File: src/rtl/dither_dpwm_gen.sv
// Dithered counter-based DPWM: integer duty drives the counter compare, the fraction dithers +1 per period.
// Optional dead-time gate pair (pwm_hs/pwm_ls) is built when DPWM_DEADTIME_EN is defined.
module dither_dpwm_gen #(
    parameter int DUTY_W      = 9,
    parameter int DITHER_BITS = 3
`ifdef DPWM_DEADTIME_EN
    ,parameter int DT_W       = 4
`endif
) (
    input  logic                            clk_in,
    input  logic                            rst,
    input  logic [DUTY_W-1:0]               d_n_input,
    input  logic                            d_valid,
`ifdef DPWM_DEADTIME_EN
    input  logic [DT_W-1:0]                 dt_cfg,
    output logic                            pwm_hs,
    output logic                            pwm_ls,
`endif
    output logic                            period_start,
    output logic [DUTY_W-DITHER_BITS:0]     ditherin,
    output logic [DITHER_BITS-1:0]          dith_cnt,
    output logic                            pwm_out
);
    localparam int CNT_W = DUTY_W - DITHER_BITS;

    logic [CNT_W-1:0]       r_cnt;
    logic [DUTY_W-1:0]      r_shadow;
    logic [DITHER_BITS-1:0] r_dith;
    logic [CNT_W:0]         r_ditherin;
    logic                   r_pwm;

    logic                   w_tc;
    logic [CNT_W-1:0]       w_cnt_nxt;
    logic [DUTY_W-1:0]      w_shadow_nxt;
    logic [DITHER_BITS-1:0] w_dith_nxt;
    logic                   w_dbit;
    logic [CNT_W:0]         w_eff_nxt;
    logic [CNT_W:0]         w_ditherin_nxt;
    logic                   w_pwm_nxt;

    function automatic logic [DITHER_BITS-1:0] f_bitrev(input logic [DITHER_BITS-1:0] v);
        logic [DITHER_BITS-1:0] r;
        r = '0;
        for (int i = 0; i < DITHER_BITS; i++) r[i] = v[DITHER_BITS-1-i];
        return r;
    endfunction

    assign w_tc         = &r_cnt;
    assign w_cnt_nxt    = r_cnt + 1'b1;
    // Shadow next-value so a strobe in the TC cycle still reaches the next period.
    assign w_shadow_nxt = d_valid ? d_n_input : r_shadow;
    assign w_dith_nxt   = w_tc ? r_dith + 1'b1 : r_dith;
    assign w_dbit       = f_bitrev(w_dith_nxt) < w_shadow_nxt[DITHER_BITS-1:0];
    // One extra bit so full-scale integer plus dither reaches 100% instead of wrapping.
    assign w_eff_nxt    = {1'b0, w_shadow_nxt[DUTY_W-1:DITHER_BITS]} + {{CNT_W{1'b0}}, w_dbit};
    assign w_ditherin_nxt = w_tc ? w_eff_nxt : r_ditherin;
    assign w_pwm_nxt    = {1'b0, w_cnt_nxt} < w_ditherin_nxt;

    always_ff @(posedge clk_in or posedge rst) begin
        if (rst) begin
            r_cnt      <= '0;
            r_shadow   <= '0;
            r_dith     <= '0;
            r_ditherin <= '0;
            r_pwm      <= 1'b0;
        end else begin
            r_cnt      <= w_cnt_nxt;
            r_shadow   <= w_shadow_nxt;
            r_dith     <= w_dith_nxt;
            r_ditherin <= w_ditherin_nxt;
            r_pwm      <= w_pwm_nxt;
        end
    end

    assign period_start = (r_cnt == '0) & ~rst;
    assign ditherin     = r_ditherin;
    assign dith_cnt     = r_dith;
    assign pwm_out      = r_pwm;

`ifdef DPWM_DEADTIME_EN
    logic [DT_W-1:0] r_dt;
    logic [DT_W-1:0] r_run;
    logic            r_hs;
    logic            r_ls;
    logic [DT_W-1:0] w_dt_nxt;
    logic [DT_W-1:0] w_run_nxt;

    assign w_dt_nxt  = w_tc ? dt_cfg : r_dt;
    // Cycles since the last pwm_out edge, saturating so any dt_cfg is eventually reached.
    assign w_run_nxt = (w_pwm_nxt != r_pwm) ? '0 : ((&r_run) ? r_run : r_run + 1'b1);

    always_ff @(posedge clk_in or posedge rst) begin
        if (rst) begin
            r_dt  <= '1;
            r_run <= '0;
            r_hs  <= 1'b0;
            r_ls  <= 1'b0;
        end else begin
            r_dt  <= w_dt_nxt;
            r_run <= w_run_nxt;
            r_hs  <= w_pwm_nxt & (w_run_nxt >= w_dt_nxt);
            r_ls  <= ~w_pwm_nxt & (w_run_nxt >= w_dt_nxt);
        end
    end

    assign pwm_hs = r_hs;
    assign pwm_ls = r_ls;
`endif
endmodule
File: config.mk
export PLATFORM = sky130hd
export DESIGN_NAME = dither_dpwm_gen
export DESIGN_NICKNAME = d
export VERILOG_FILES = /design/src/rtl/dither_dpwm_gen.sv
export SDC_FILE = /design/constraint.sdc
export NUM_CORES = 1
export LEC_CHECK = 0
export CORE_MARGIN = 2
export CORE_UTILIZATION = 55
export CTS_CLUSTER_DIAMETER = 80
export DETAILED_ROUTE_END_ITERATION = 10
export GPL_TIMING_DRIVEN = 0
export PLACE_DENSITY = 0.83
export SLEW_MARGIN = 0
export SYNTH_ARGS = -nofsm -noshare
export SYNTH_HDL_FRONTEND = slang
export SYNTH_SLANG_ARGS = --single-unit
File: constraint.sdc
create_clock -name clk_in -period 10.83 [get_ports clk_in]
set_input_delay 3.249 -clock clk_in [delete_from_list [all_inputs] [get_ports clk_in]]
set_output_delay 3.249 -clock clk_in [all_outputs]
set_load 0.02 [all_outputs]
### After elaboration in Yosys (flattened, before gate mapping)

Cells that the tools add are included.

| operators by class | value |
|---|---|
| order comparisons | 2 |
| add/sub/neg operators | 3 |
| reduce and logical (&&, ||, !) cells | 2 |
| multiplexer cells | 3 |
| bitwise operators | 2 |

Operator list:

| operator | count |
|---|---|
| $mux 9 | 1 |
| $add 6x1->7 | 1 |
| $lt 6x7->1 | 1 |
| $mux 7 | 1 |
| $add 6x1->6 const B | 1 |
| $logic_not 6->1 | 1 |
| $reduce_and 6->1 | 1 |
| $add 3x1->3 const B | 1 |
| $lt 3x3->1 | 1 |
| $mux 3 | 1 |
| $and 1x1->1 | 1 |
| $not 1->1 | 1 |

| storage, ports and cells | value |
|---|---|
| output and inout port bits | 12 |
| register bits | 26 |

### Logic depth before layout (Yosys ltp)

Gate-level depths: netlist of run 1.

| logic depth | value |
|---|---|
| word-level depth | 6 |
| mapped depth | 18 |
| depth with buffers taken out | 17 |

### Least setup slack after synthesis of run 1

Ideal clock, no wire load.

| path | value |
|---|---|
| path type | input to output |
| start point | in rst |
| end point | out period_start |
| arrival | 3.734 ns |
| slack | 3.847 ns |
| stages | 1 |
| required time | 7.581 ns |
| path buffers | 0 |
| path through | nor3_1 |

| between the ends | value |
|---|---|
| cells in the longest elaborated chain, start to end | 2 |

RTL lines:

| what | RTL line | source |
|---|---|---|
| start: declaration | 11 | `input logic rst,` |
| $not 1->1 | 75 | `assign period_start = (r_cnt == '0) & ~rst;` |
| $and 1x1->1 | 75 |  |
| end: declaration | 19 | `output logic period_start,` |

Every way passes these cells.

### Final worst setup path of run 1

Ends and elaborated chain as after synthesis.

==> results of run 1 <==
registers in the layout (all words and copies together) (netlist names):
register and count:
ditherin 7, r_shadow 9, dith_cnt 3, pwm_out 1, r_cnt 6
through the flow:
stage	power, mW	worst slack [ns]
6_report	0.170	3.12
5_1_grt	0.177	3.07
4_1_cts	0.171	3.11
3_5_place_dp	0.124	3.12
3_3_place_gp	0.123	3.12
2_1_floorplan	0.117	3.85
path summary, 6_finish.rpt:
| check | from | endpoint | slack [ns] | depth (start not counted) |
|---|---|---|---|---|
| min | r_shadow[0]$_DFF_PP0_ | r_shadow[0]$_DFF_PP0_ | 0.52 | 1 |
| max | rst | period_start | 3.12 | 3 |
| min in group asynchronous | rst | ditherin[5]$_DFF_PP0_ | 3.48 | 2 |
| max reg2reg | r_cnt[0]$_DFF_PP0_ | pwm_out$_DFF_PP0_ | 6.80 | 17 |
| max in group asynchronous | rst | dith_cnt[2]$_DFF_PP0_ | 6.74 | 2 |
| min reg2reg | r_shadow[0]$_DFF_PP0_ | r_shadow[0]$_DFF_PP0_ | 0.52 | 1 |
Yosys cell counts, drive strengths merged, types with 2 or more instances:
cell / count / area share
and3: 3 / 0.014
nand2: 3 / 0.0085
dfrtp: 26 / 0.49
mux2: 10 / 0.091
inv: 10 / 0.028
mux2i: 7 / 0.053
buf: 2 / 0.014
ha: 12 / 0.11
a21oi: 2 / 0.0076
nand3: 4 / 0.025
a21o: 2 / 0.011
xor2: 6 / 0.040
xnor2: 4 / 0.026
worst max-delay path, cell delays in order:
cell and delay, ns:
clkdlybuf4s50_1 0.42, nor3_1 0.16, clkdlybuf4s50_1 0.62
cell usage in the layout, fill, tap and decap left out, types with 2 or more instances in the layout:
cell             count
dfrtp_1             26
nand3_1              3
ha_1                12
xor2_1               6
xnor2_1              4
clkbuf_4             3
mux2_4               2
a21o_1               2
nand2_1              3
clkdlybuf4s50_1     23
mux2i_1              7
a21oi_1              2
mux2_2               6
mux2_1               2
and3_1               3
inv_1                7
inv_2                3
logic make-up after synthesis:
family                     after synthesis  share of synthesized area
DFF                                     26                      0.491
muxes                                   17                      0.144
and+or+nand+nor                         16                     0.0803
buffers and inverters                   12                     0.0425
adders and majority gates               12                      0.113
AOI/OAI and AO/OA                       11                     0.0624
xor gates and xnor gates                10                     0.0662
power groups by stage:
stage / Sequential [mW] / Clock [mW] / Combinational (mW)
2_1_floorplan: 0.103 / 0 / 0.0137
3_3_place_gp: 0.103 / 0 / 0.0205
3_5_place_dp: 0.103 / 0 / 0.0210
4_1_cts: 0.101 / 0.0489 / 0.0212
5_1_grt: 0.102 / 0.0523 / 0.0233
6_report: 0.101 / 0.0482 / 0.0209
metal layers:
layer / global-route usage / up-vias / routed length [um]
met2: 0.317 / 14 / 1120
met5: 0 / - / 0
met1: 0.259 / 424 / 1110
li1: - / 419 / -
met4: 0.0641 / 0 / 23
met3: 0.0339 / 4 / 69
cell type report:
class / count / area (um2) / share of cell area
inverters: 10 / 37.5 / 0.0231
well taps: 28 / 35.0 / 0.0216
flip-flops and latches: 26 / 651 / 0.400
plain buffers: 2 / 18.8 / 0.0115
repair buffers: 23 / 230 / 0.142
clock buffers: 4 / 36.3 / 0.0223
multi-input cells: 66 / 617 / 0.380
==> run_results.csv, run 1 <==
group,metric,value,unit
run_status,status,"finished clean",
power_and_ir_drop,swShare,0.228,
clock_tree,h-tree-depth,1,
clock_tree,post-cts-setup-buffer-count,0,
placement,dpl_cell_area,0.00159,mm2
timing,timing.fmax,130,MHz
clock_tree,cts_tree,"built",
floorplanning,die_area,0.00282,mm2
clock_tree,cts_made_buffers,3,
power_and_ir_drop,combPwrFrac,0.123,
critical_path,cp_data_arrival_time,4.46,ns
floorplanning,pin_count,24,
critical_path,cp_max_fo,2,
placement,placed_cells,155,
synthesis,seq_area_frac_synth,0.491,
routing,via_per_inst,5.42,
finish,layout.nets,156,
job,cap_viol_max_count,0,
grt,grt_pass1_wl,3900,um
critical_path,startpoint_type,"input pin",
worst_hold_path,hp-class,"reg2reg",
timing,fin_crit,7.71,ns
finish,fin_area,0.00163,mm2
clock_tree,worstSkewPairLatency,0.31,ns
timing,fin_hold_ws,0.517,ns
finish,num_antenna_cells,0,
clock_tree,clk_transition_reported_paths,0.13,ns
synthesis,synth_seq_cells,26,
synthesis,synthCells,104,
clock_tree,cts_resized,0,
finish,fillers,169,
timing,rsz0062_at_grt,"no",
synthesis,syn_nets,128,
floorplanning,core-area,0.00225,mm2
clock_tree,cts.path.max_buffers,2,
synthesis,netlist-cell-type-count,31,
placement,gp_congestion,0.758,
timing,relSlewSlack,0.340,
power_and_ir_drop,p_leak,0.773,nW
routing,avgRoutedWirePerCell,14.6,um
routing,drc,0,
critical_path,crit_type,"in2out",
synthesis,synth_ff_type,"dfrtp_1",
floorplanning,fp-row-count,17,
clock_tree,cts-root-buf,"clkbuf_4",
placement,dp_hpwl,1840,um
timing,fin_crit_sh,0.711,
clock_tree,cts_hold_buf,0,
power_and_ir_drop,p_switching,38.8,uW
synthesis,async_flop_share,1.00,
timing,hold_viol,0,
routing,drtAntennaViolNets,0,
power_and_ir_drop,cellPowerDensity,105,mW/mm2
finish,synthToLayoutAreaGrowth,22.8,%
finish,drive_gt1_frac,0.153,
finish,final_util,0.721,
grt,overflow,0,
grt,grt_max_degree,27,
grt,track_usage,0.193,
synthesis,syn-cell-area,0.00132,mm2
grt,antenna_found_initial,0,
power_and_ir_drop,clkPwrFrac,0.283,
power_and_ir_drop,pwr-share-seq,0.594,
floorplanning,start_util,0.587,
power_and_ir_drop,vdd_ir_drop_max,0.0784,mV
routing,drtIter0Drc,3,
critical_path,endpoint_kind,"output port",
routing,routed_wl,2320,um
synthesis,synth_warnings,0,
timing,tightest_slew,0.989,ns
timing,fin_setup_tns,0,ns
routing,vias,861,
floorplanning,fp.dieH,53.1,um
finish,instances_no_fill,159,
power_and_ir_drop,internal_power,131,uW
clock_tree,cts_sinks,26,
placement,numPortBuffers,23,
floorplanning,die_w,53.1,um
routing,first_pass_iters,2,
synthesis,synth_edf_count,0,
synthesis,syn_area_per_cell,12.7,um2
timing,finClkSkew,0.00619,ns
grt,grt_pass1_vias,874,
critical_path,critical_path_required,7.58,ns
timing,final-max-slew-violation-count,0,
timing,final-setup-viol-count,0,
Note: power is estimated with default switching activity, not from simulation.
==> inputs of run 2 (changes only) <==
--- a/config.mk
+++ b/config.mk
@@ -6,11 +6,11 @@
 export NUM_CORES = 1
 export LEC_CHECK = 0
 export CORE_MARGIN = 2
-export CORE_UTILIZATION = 55
+export CORE_UTILIZATION = 51
 export CTS_CLUSTER_DIAMETER = 80
 export DETAILED_ROUTE_END_ITERATION = 10
 export GPL_TIMING_DRIVEN = 0
-export PLACE_DENSITY = 0.83
+export PLACE_DENSITY = 0.78
 export SLEW_MARGIN = 0
 export SYNTH_ARGS = -nofsm -noshare
 export SYNTH_HDL_FRONTEND = slang
==> constraint.sdc (replaced) <==
create_clock -name clk_in -period 7.4 [get_ports clk_in]
set_input_delay 2.22 -clock clk_in [delete_from_list [all_inputs] [get_ports clk_in]]
set_output_delay 2.22 -clock clk_in [all_outputs]
set_load 0.02 [all_outputs]
==> run 2 against run 1 <==
Cell count is 0.63% higher. Largest power group unchanged. Highest routed layer unchanged. Utilization is 6.9 points lower. Combinational power is 44% higher.
==> run_results.csv, run 2 (synthesis gave the netlist of run 1 again) <==
group,metric,value,unit
finish,regMostFlops,"r_shadow",
power_and_ir_drop,vdd_ir_drop_max,0.105,mV
finish,fin_area,0.00161,mm2
timing,relSlewSlack,0.375,
floorplanning,core-area,0.00248,mm2
power_and_ir_drop,p_switching,55.0,uW
finish,fillers,217,
run_status,status,"finished clean",
floorplanning,fp.dieH,54.9,um
floorplanning,die_w,54.9,um
clock_tree,cts-root-buf,"clkbuf_4",
power_and_ir_drop,internal_power,181,uW
clock_tree,cts_resized,0,
critical_path,startpoint_type,"input pin",
routing,vias,833,
clock_tree,cts.path.max_buffers,2,
timing,final-max-slew-violation-count,0,
critical_path,crit_type,"in2out",
placement,placed_cells,157,
critical_path,crit_top_cell,"clkdlybuf4s50_1",
critical_path,critPathSlowestCell,"clkdlybuf4s50_1",
critical_path,crit_path_max_incr_delay,0.64,ns
placement,gp_congestion,0.795,
power_and_ir_drop,clkPwrFrac,0.246,
grt,antenna_found_initial,0,
timing,final-setup-viol-count,0,
routing,routed_wl,2180,um
critical_path,cp_max_fo,2,
power_and_ir_drop,cellPowerDensity,146,mW/mm2
timing,layout_setup_ws,1.69,ns
critical_path,critical_path_required,5.18,ns
floorplanning,die_area,0.00302,mm2
power_and_ir_drop,combPwrFrac,0.127,
grt,track_usage,0.167,
grt,grt_pass1_vias,830,
critical_path,endpoint_kind,"output port",
finish,multiInputGateArea,617,um2
finish,largest_reg_flops,9,
clock_tree,clk_transition_reported_paths,0.13,ns
clock_tree,cts_made_buffers,3,
finish,layout.nets,156,
routing,via_per_inst,5.21,
job,cap_viol_max_count,0,
grt,grt_max_degree,27,
timing,fin_setup_tns,0,ns
clock_tree,h-tree-depth,1,
placement,dpl_cell_area,0.00159,mm2
routing,first_pass_iters,4,
clock_tree,cts_sinks,26,
floorplanning,pin_count,24,
finish,num_antenna_cells,0,
grt,grt_pass1_wl,3560,um
clock_tree,post-cts-setup-buffer-count,0,
timing,finClkSkew,0.00247,ns
timing,tightest_slew,0.936,ns
timing,hold_viol,0,
finish,layout_common_cells,"26 x dfrtp_1, 23 x clkdlybuf4s50_1, 12 x ha_1",
placement,numPortBuffers,23,
power_and_ir_drop,swShare,0.233,
timing,fin_crit_sh,0.772,
finish,seq_area,651,um2
power_and_ir_drop,p_leak,0.765,nW
finish,synthToLayoutAreaGrowth,21.9,%
timing,fin_crit,5.71,ns
placement,place_ws,1.70,ns
critical_path,cp_data_arrival_time,3.49,ns
routing,drtAntennaViolNets,0,
worst_hold_path,hp-class,"reg2reg",
finish,instances_no_fill,160,
finish,drive_gt1_frac,0.146,
routing,drtIter0Drc,3,
finish,final_common_cell,"dfrtp_1",
grt,overflow,0,
critical_path,crit_chain,"clkdlybuf4s50_1 -> nor3_1 -> clkdlybuf4s50_1",
timing,timing.fmax,175,MHz
power_and_ir_drop,pwr-share-seq,0.627,
finish,final_util,0.652,
clock_tree,cts_tree,"built",
floorplanning,start_util,0.534,
clock_tree,worstSkewPairLatency,0.31,ns
floorplanning,fp-row-count,18,
timing,rsz0062_at_grt,"no",
clock_tree,cts_hold_buf,0,
placement,dp_hpwl,1760,um
routing,avgRoutedWirePerCell,13.6,um
routing,drc,0,
==> run 2: cell type report <==
cell class,count,area share
inverter,10,0.0233
multi-input combinational,66,0.382
timing repair buffer,23,0.143
tap,30,0.0233
buffer,2,0.0116
clock buffer,3,0.0140
sequential,26,0.403
==> run 2: power by group through the flow <==
stage | logic [mW] | clock network (mW) | registers [mW]
final | 0.0301 | 0.0581 | 0.148
after global routing | 0.0344 | 0.0643 | 0.149
after CTS | 0.0308 | 0.0594 | 0.148
after detailed placement | 0.0305 | 0 | 0.151
after global placement | 0.0297 | 0 | 0.151
after floorplan | 0.0201 | 0 | 0.150
==> run 2: per-layer routing <==
layer | global-route usage | share of wire | routed length, um | vias up
met5 | 0 | 0 | 0 | -
met4 | 0.0488 | 0.0087 | 19 | 0
met3 | 0.0269 | 0.043 | 93 | 2
met2 | 0.296 | 0.50 | 1080 | 16
met1 | 0.210 | 0.45 | 985 | 397
li1 | - | - | - | 418
==> run 2: path summary, 6_finish.rpt <==
check	start	to	slack [ns]	cells past startpoint
hold reg to reg	r_shadow[1]$_DFF_PP0_	r_shadow[1]$_DFF_PP0_	0.51	2
setup / recovery	rst	period_start	1.69	3
max in group asynchronous	rst	r_shadow[0]$_DFF_PP0_	4.39	2
min in group asynchronous	rst	dith_cnt[1]$_DFF_PP0_	2.45	2
setup reg to reg	r_cnt[1]$_DFF_PP0_	pwm_out$_DFF_PP0_	3.38	17
hold / removal	r_shadow[1]$_DFF_PP0_	r_shadow[1]$_DFF_PP0_	0.51	2
==> run 2: critical path, delay by kind of cell <==
| family | cells | cell delay (ns) |
|---|---|---|
| and+or+nand+nor | 1 | 0.21 |
| buffers and inverters | 2 | 1.07 |
==> run 2: through the flow <==
| stage | power [mW] | hold slack (ns) |
|---|---|---|
| final | 0.236 | 0.509 |
| after global routing | 0.247 | 0.533 |
| after CTS | 0.238 | 0.515 |
| after detailed placement | 0.182 | 0.484 |
| after global placement | 0.180 | 0.472 |
| after floorplan | 0.171 | 0.453 |
==> RTL change (settings of run 2) <==
The option `DPWM_DEADTIME_EN` is turned on by a define.
--- a/src/rtl/dither_dpwm_gen.sv
+++ b/src/rtl/dither_dpwm_gen.sv
@@ -1,4 +1,6 @@
 // Dithered counter-based DPWM: integer duty drives the counter compare, the fraction dithers +1 per period.
 // Optional dead-time gate pair (pwm_hs/pwm_ls) is built when DPWM_DEADTIME_EN is defined.
+`define DPWM_DEADTIME_EN
+
 module dither_dpwm_gen #(
     parameter int DUTY_W      = 9,
Interface: changed (added dt_cfg, pwm_hs and pwm_ls); port bits go from 24 to 30. No check against the original RTL was run, so the function may have changed too.
==> RTL change against run 2 <==
  * Total power increased by 65%
  * Cell area is 49% higher
  * Area after synthesis grew 48%
  * Die area rose by 44%
  * Register-to-register slack lost 1.5 ns
  * Fmax shrank 17%
  * Non-clock buffer count rose by 8
  * Worst setup slack worse by 1.2 ns
  * Synthesized cell count is 64% higher
  * Wire length rose by 75%
  * Sequential cell count grew 10
  * Critical path type is now input port to register
  * Critical endpoint is now pwm_ls$_DFF_PP0_
  * Largest cell class is now multi-input combinational cells
  * Largest power group unchanged
==> RTL change: results (changes against run 2) <==
Via-to-Cell Ratio=5.35 (+2.8%); status=finished clean; M3 GR Usage=4.26% (+1.6 points); met1 usage=21.7% (+0.70 points); WL met2=2000 um (+85%); Max FO, Critical Path=10 (+8); global-route wire length before repair=6370 um (+79%); cts bufs inserted=5 (+2); largest net degree at the start of global routing=37 (+37%); wl on met1=1580 um (+61%); Post-synth top cells=dfrtp_1 (32), ha_1 (17), inv_1 (15), nand2_1 (13), mux2i_1 (12); Iteration-0 DRC Markers=51 (+48); Overall Global Routing Usage=19.5% (+2.8 points); worst skew pair latency=0.28 ns (-0.03 ns); Area contributors post-synth=dfrtp_1 (41%), ha_1 (11%), mux2i_1 (6.1%), dfstp_2 (5.4%), mux2_2 (4.0%); clock skew=0.00711 ns (+0.00464 ns); Yosys cell types=41 (+32%); Total Wirelength=3810 um (+75%); Detailed Place HPWL=2860 um (+63%); RD Place Congestion=0.781 (-1.8%); sequential element share of the synthesized area=46.4% (-2.8 points); CP arrival=7.04 ns (+3.55 ns); syn_nets=204 (+59%); clock root cell=clkbuf_8; Leak=1.13 nW (+48%); Final Net Count=242 (+55%); family with the most delay on the worst path=compound AO/OA/AOI/OAI gates; Worst slew margin=51.1% (+14 points); VDD IR max=141 uV (+35%); layout cells sized above 1=15.2% (+0.62 points); met2 Resource Use GR=35.2% (+5.7 points); Reg clk slew, reported paths=0.07 ns (-0.06 ns)
-- RTL change: final timing paths --
path / from / endpoint / slack [ns] / depth (start not counted)
setup / recovery: d_valid / pwm_ls$_DFF_PP0_ / 0.52 / 23
hold / removal: r_shadow[1]$_DFF_PP0_ / r_shadow[1]$_DFF_PP0_ / 0.49 / 2
setup reg to reg: r_cnt[0]$_DFF_PP0_ / pwm_ls$_DFF_PP0_ / 1.91 / 26
hold reg to reg: r_shadow[1]$_DFF_PP0_ / r_shadow[1]$_DFF_PP0_ / 0.49 / 2
max in group asynchronous: rst / dith_cnt[2]$_DFF_PP0_ / 4.51 / 2
min in group asynchronous: rst / r_cnt[5]$_DFF_PP0_ / 2.40 / 2
-- RTL change: where the power goes --
group / internal, mW / total (mW) / switching [mW] / leakage (nW)
logic: 0.0211 / 0.0421 / 0.0210 / 0.671
clock network: 0.0742 / 0.142 / 0.0674 / 0.0510
registers: 0.204 / 0.206 / 0.00235 / 0.409
-- RTL change: kinds of logic after synthesis --
| kind of cell | Yosys count | synth area share, % |
|---|---|---|
| AOI/OAI and AO/OA | 25 | 10.2 |
| xor gates and xnor gates | 10 | 4.48 |
| adders and majority gates | 17 | 10.9 |
| buffers and inverters | 17 | 3.33 |
| DFF | 36 | 46.4 |
| muxes | 22 | 12.5 |
| and+or+nand+nor | 44 | 12.2 |
-- RTL change: worst reg2reg max path, delay by kind of cell (launching register included) --
family,cells,cell delay (ns)
AO/OA/AOI/OAI,10,1.73
adder cells (fa/ha/maj),6,1.49
AND/OR/NAND/NOR,7,1.04
flip-flops,1,0.43
buffers and inverters,1,0.28
multiplexers,1,0.23
XOR/XNOR,1,0.19
-- RTL change: final cells by class --
type	count	area (um^2)	share of cell area, %
Multi-Input combinational cell	118	982	40.7
Timing Repair Buffer	31	305	12.7
Sequential cell	36	906	37.6
Tap cell	48	60.1	2.49
Clock buffer	6	82.6	3.43
Clock inverter	2	10.0	0.415
Inverter	15	56.3	2.34
Buffer	2	8.76	0.363
-- RTL change: metrics by stage --
| step | instances | worst slack, ns | hold slack [ns] | area, um^2 | power [mW] |
|---|---|---|---|---|---|
| after CTS | 256 | 0.399 | 0.496 | 2400 | 0.395 |
| final | 258 | 0.524 | 0.494 | 2410 | 0.390 |
| after global routing | 258 | 0.0351 | 0.510 | 2410 | 0.408 |
| after detailed placement | 248 | 0.119 | 0.470 | 2300 | 0.252 |
| after global placement | 248 | 0.239 | 0.462 | 2300 | 0.251 |
| after floorplan | 171 | 1.26 | 0.451 | 1950 | 0.235 |
-- RTL change: timing repair --
item / in CTS / in global routing
hold buffers: 0 / 0
endpoints found under the setup margin: 0 / 2
setup buffers: 0 / 2
gates resized for setup: 0 / 0
